<file path="src/rtl/spi_reg_ctrl.sv">
// spi_reg_ctrl: command/burst transaction controller behind an SPI slave byte port.
// Owns a NUM_REGS x 8 register bank with an auto-incrementing burst address.
module spi_reg_ctrl #(
  parameter int         NUM_REGS = 16,
  parameter logic [7:0] DEV_ID   = 8'hA5
) (
  input  logic                  clk,
  input  logic                  rst_n,
  input  logic                  ss,
  input  logic                  rx_data_available,
  input  logic [0:7]            rx_data,
  input  logic                  tx_empty,
  output logic [0:7]            tx_data,
  output logic [NUM_REGS*8-1:0] regs_flat,
  output logic                  wr_stb,
  output logic [6:0]            wr_addr,
  output logic [7:0]            wr_data,
  output logic                  frame_done,
  output logic                  addr_err
);

  localparam int         AW   = $clog2(NUM_REGS);
  localparam logic [7:0] NR8  = 8'(NUM_REGS);
  localparam logic [6:0] LAST = 7'(NUM_REGS - 1);

  typedef enum logic [2:0] {
    IDLE, CMD, RD, WR, DROP
  } state_t;

  state_t state, state_nxt;

  logic       ss_q, rxa_q, txe_q;
  logic       ss_fall, ss_rise;
  logic       byte_evt, load_evt;
  logic [6:0] addr, addr_nxt;
  logic       load_pend, pend_nxt;
  logic [7:0] regs [NUM_REGS];
  logic [6:0] cmd_addr;
  logic       cmd_ok;
  logic       do_wr, do_tx;
  logic [7:0] tx_nxt;
  logic       err_set, err_clr;
  logic       fdone;

  function automatic logic [6:0] next_addr(input logic [6:0] a);
    return (a == LAST) ? 7'd0 : a + 7'd1;
  endfunction

  assign ss_fall  = ss_q & ~ss;
  assign ss_rise  = ~ss_q & ss;
  assign byte_evt = rx_data_available & ~rxa_q;
  assign load_evt = tx_empty & ~txe_q;

  assign cmd_addr = rx_data[1:7];
  assign cmd_ok   = {1'b0, cmd_addr} < NR8;

  for (genvar i = 0; i < NUM_REGS; i++) begin : g_flat
    assign regs_flat[8*i +: 8] = regs[i];
  end

  always_ff @(posedge clk or negedge rst_n) begin
    if (!rst_n) state <= IDLE;
    else        state <= state_nxt;
  end

  always_comb begin
    state_nxt = state;
    addr_nxt  = addr;
    pend_nxt  = load_pend;
    do_wr     = 1'b0;
    do_tx     = 1'b0;
    tx_nxt    = 8'h00;
    err_set   = 1'b0;
    err_clr   = 1'b0;
    fdone     = 1'b0;
    unique case (state)
      IDLE: begin
        if (ss_fall) begin
          state_nxt = CMD;
          do_tx     = 1'b1;
          tx_nxt    = DEV_ID;
          pend_nxt  = 1'b0;
        end
      end
      CMD: begin
        // a load request seen before/with decode is served once decoded
        if (load_evt) pend_nxt = 1'b1;
        if (byte_evt) begin
          addr_nxt = cmd_addr;
          if (cmd_ok) begin
            state_nxt = rx_data[0] ? RD : WR;
            err_clr   = 1'b1;
          end else begin
            state_nxt = DROP;
            err_set   = 1'b1;
          end
        end
      end
      RD: begin
        if (load_evt || load_pend) begin
          do_tx    = 1'b1;
          tx_nxt   = regs[addr[AW-1:0]];
          addr_nxt = next_addr(addr);
          pend_nxt = 1'b0;
        end
      end
      WR: begin
        if (byte_evt) begin
          do_wr    = 1'b1;
          addr_nxt = next_addr(addr);
        end
        if (load_evt || load_pend) begin
          do_tx    = 1'b1;
          tx_nxt   = 8'h00;
          pend_nxt = 1'b0;
        end
      end
      DROP: begin
        if (load_evt || load_pend) begin
          do_tx    = 1'b1;
          tx_nxt   = 8'hFF;
          pend_nxt = 1'b0;
        end
      end
      default: state_nxt = IDLE;
    endcase
    if (state != IDLE) begin
      if (ss_fall) begin
        state_nxt = CMD;
        do_tx     = 1'b1;
        tx_nxt    = DEV_ID;
        pend_nxt  = 1'b0;
      end else if (ss_rise) begin
        state_nxt = IDLE;
        fdone     = 1'b1;
        pend_nxt  = 1'b0;
      end
    end
  end

  always_ff @(posedge clk or negedge rst_n) begin
    if (!rst_n) begin
      ss_q       <= 1'b0;
      rxa_q      <= 1'b0;
      txe_q      <= 1'b0;
      addr       <= '0;
      load_pend  <= 1'b0;
      tx_data    <= '0;
      wr_stb     <= 1'b0;
      wr_addr    <= '0;
      wr_data    <= '0;
      frame_done <= 1'b0;
      addr_err   <= 1'b0;
      for (int i = 0; i < NUM_REGS; i++) regs[i] <= '0;
    end else begin
      ss_q       <= ss;
      rxa_q      <= rx_data_available;
      txe_q      <= tx_empty;
      addr       <= addr_nxt;
      load_pend  <= pend_nxt;
      wr_stb     <= do_wr;
      frame_done <= fdone;
      if (do_tx) tx_data <= tx_nxt;
      if (do_wr) begin
        regs[addr[AW-1:0]] <= rx_data;
        wr_addr            <= addr;
        wr_data            <= rx_data;
      end
      if (err_set)      addr_err <= 1'b1;
      else if (err_clr) addr_err <= 1'b0;
    end
  end

endmodule

</file>
<file path="config.mk">
export PLATFORM = sky130hd
export DESIGN_NAME = spi_reg_ctrl
export DESIGN_NICKNAME = d
export VERILOG_FILES = /design/src/rtl/spi_reg_ctrl.sv
export SDC_FILE = /design/constraint.sdc
export NUM_CORES = 1
export LEC_CHECK = 0
export ABC_AREA = 1
export CAP_MARGIN = 40
export CELL_PAD_IN_SITES_DETAIL_PLACEMENT = 1
export CELL_PAD_IN_SITES_GLOBAL_PLACEMENT = 1
export CORE_ASPECT_RATIO = 0.6
export CORE_MARGIN = 4
export CORE_UTILIZATION = 35
export CTS_BUF_LIST = sky130_fd_sc_hd__clkbuf_2
export DETAILED_ROUTE_END_ITERATION = 6
export PLACE_DENSITY_LB_ADDON = 0.12
export SLEW_MARGIN = 20
export SYNTH_ARGS = -nofsm -noshare
export SYNTH_HDL_FRONTEND = slang
export SYNTH_SLANG_ARGS = --single-unit
</file>
<file path="constraint.sdc">
create_clock -name clk -period 1.85 [get_ports clk]
set_input_delay 0.37 -clock clk [delete_from_list [all_inputs] [get_ports clk]]
set_output_delay 0.37 -clock clk [all_outputs]
set_load 0.005 [all_outputs]
</file>
==> qor.yml <==
synth_common_cells: "nand2_1 (337), dfrtp_1 (168), o21ai_1 (126)"
reg2reg_slack_ns: 0.03
layout.nets: 1351
fin_crit_sh: 0.985
avgSynthCellArea_um2: 7.91
grt_pass1_wl_um: 49000
min_path_type: "in2async"
port_buffers: 166
leakage_nw: 6.01
syn_nets: 1028
die_area_mm2: 0.0254
synth_cell_types: 31
ant_nets: 0
clockBufferDepth: 2
setup_tns_ns: 0
insertion_delay_ns: 0.79
drt_iter0_markers: 478
drt_wl_total_um: 31900
setup_violations: 0
start_kind: "flip-flop"
maxSlewViolCount: 0
synth_top_cell_by_area: "dfrtp_1"
yosysSeqAreaShare: 0.526
synth-seq-cells: 168
cp_max_fo: 26
overflow: 0
drive_above_1_share: 0.304
initial_utilization: 0.360
viasPerCell: 4.96
first_pass_iters: 5
finClkSkew_ns: 0.0326
syn_to_final_growth_pct: 34.9
rsz0062_at_grt: "yes"
slew_headroom: 0.641
detail_route.wl_per_cell_um: 19.3
final_hold_viol_count: 0
synthFlopType: "dfrtp_1"
track_usage: 0.249
setup_slack_ns: 0.0276
status: "completed"
synth_area_leaders: "dfrtp_1 (53%), nand2_1 (16%), o21ai_1 (7.9%)"
antenna_cells: 0
netlist_instances: 1011
rows: 42
place_hpwl_um: 21700
gp_congestion: 0.844
path_clk_slew_ns: 0.25
rr_endpoint: "tx_data[5]$_DFFE_PN0P_"
crit_type: "reg2reg"
syn-cell-area_mm2: 0.00799
drc: 0
die_width_um: 203
hold_ws_ns: 0.0658
htreeDepth: 4
power_w: 0.00882
ir_drop_uv: 530
reg2regPathDepth: 10
cts_tree: "built"
synth.most_common_cell: "nand2_1"
synth-edff-count: 0
vias: 8198
ys.warnings.count: 0
layout_min_cycle_time_ns: 1.82
clock_sinks: 168
end_kind: "flip-flop"
power.density_mw_per_mm2: 818
fp.dieH_um: 125
core_mm2: 0.0222
required_ns: 2.54
crit_arrival_ns: 2.51
ioPinCount: 167
drv_cap: 0
dp_slack_ns: -0.262
tightestPinTransition_ns: 0.539
fmax_mhz: 549
synth.top_cell.area_share: 0.526
cts_made_buffers: 17
rr_startpoint: "addr[0]$_DFFE_PN0P_"
root_buffer: "clkbuf_2"
antenna_found_initial: 0
ys_async_sr_fraction: 1.00
grt_pass1_vias: 8219
grt_max_degree: 46
==> cell type report <==
type / instances / area (um^2)
fill: 2837 / 11400
sequential: 168 / 4210
multi-input combinational: 686 / 3170
timing repair buffer: 356 / 2440
inverter: 105 / 399
tap: 308 / 385
clock buffer: 18 / 90.1
clock inverter: 13 / 88.8
==> report_power, final <==
| part | switching [W] | leakage, nW | internal (W) | total (W) |
|---|---|---|---|---|
| registers | 0.000152 | 2.25 | 0.00382 | 0.00397 |
| clock network | 0.00133 | 0.117 | 0.000446 | 0.00178 |
| logic | 0.00205 | 3.63 | 0.00102 | 0.00307 |
==> how the worst max path moves through the flow <==
stage                              startpoint                         end  slack [ns]  depth (start not counted)
floorplan                 addr[1]$_DFFE_PN0P_    regs_flat[6]$_DFFE_PN0P_        0.10                         10
global placement            rx_data_available  regs_flat[126]$_DFFE_PN0P_       -0.27                          9
detailed placement          rx_data_available   regs_flat[31]$_DFFE_PN0P_       -0.26                          9
CTS                 regs_flat[20]$_DFFE_PN0P_               regs_flat[20]       -0.03                          1
global route        regs_flat[20]$_DFFE_PN0P_               regs_flat[20]       -0.09                          1
finish                    addr[0]$_DFFE_PN0P_      tx_data[5]$_DFFE_PN0P_        0.03                         10
==> per-layer routing <==
metal,vias to the layer above,share of wire,routed length (um),global-route usage
met3,20,0.055,1750,0.0453
met5,-,0,0,0
met1,4086,0.51,16100,0.383
met2,221,0.43,13700,0.369
met4,0,0.011,344,0.0484
li1,3871,-,-,-
==> repair_timing <==
item / in CTS / in global routing
endpoints found under the hold margin: 169 / 1
cloned: 0 / 0
hold buffers: 2 / 1
gates resized for setup: 594 / 34
endpoints found under the setup margin: 154 / 105
pin swaps: 0 / 4
buffers inserted: 117 / 23
==> registers in the layout, summed over array words and instances, names as in the netlist <==
register,flops
regs_flat,128
addr_err,1
wr_data,8
ss_q,1
load_pend,1
frame_done,1
tx_data,8
rxa_q,1
txe_q,1
addr,7
state,3
wr_stb,1
wr_addr,7
==> stage by stage <==
| step | util | instances | cell area [um^2] |
|---|---|---|---|
| after floorplan | - | 1011 | 8000 |
| after global placement | 0.460 | 1480 | 10200 |
| after detailed placement | 0.460 | 1480 | 10200 |
| after CTS | 0.476 | 1630 | 10600 |
| after global routing | 0.485 | 1654 | 10800 |
| final | 0.485 | 1654 | 10800 |
==> layout by cell type (no fill, tap or decap), types with 3 or more instances in the layout <==
cell type,n
buf_4,176
nand2_4,4
ha_1,4
nand3_1,41
buf_2,142
nor2_1,63
clkbuf_2,29
o22ai_1,10
o21ai_1,128
a21oi_1,8
inv_2,4
o21ai_0,44
inv_1,99
o211ai_1,6
clkinv_1,6
dfrtp_2,3
clkdlybuf4s50_1,11
nand2_1,333
nor2_8,3
a22oi_1,3
nand2_2,16
nand4_1,6
nor3_1,4
dfrtp_1,165
buf_6,5
buf_12,8
clkinv_2,5
dlygate4sd3_1,3
==> critical path: stages, from the launching register on <==
cell and delay [ns]:
dfrtp_2 0.55, buf_6 0.15, buf_12 0.15, nor2_2 0.12
nor2_1 0.04, o21ai_0 0.11, nand2_1 0.15, nand2_2 0.11
nand4_1 0.12, nand2_1 0.12, nand3_1 0.08
==> logic make-up after synthesis <==
kind of cell	after synthesis	share of synthesized area
flops	168	0.526
fa+ha+maj	4	0.00626
buf+inv	157	0.0836
xor+xnor	1	0.00110
compound gates	204	0.133
simple gates	477	0.250
Power figures use the tool's default switching activity.
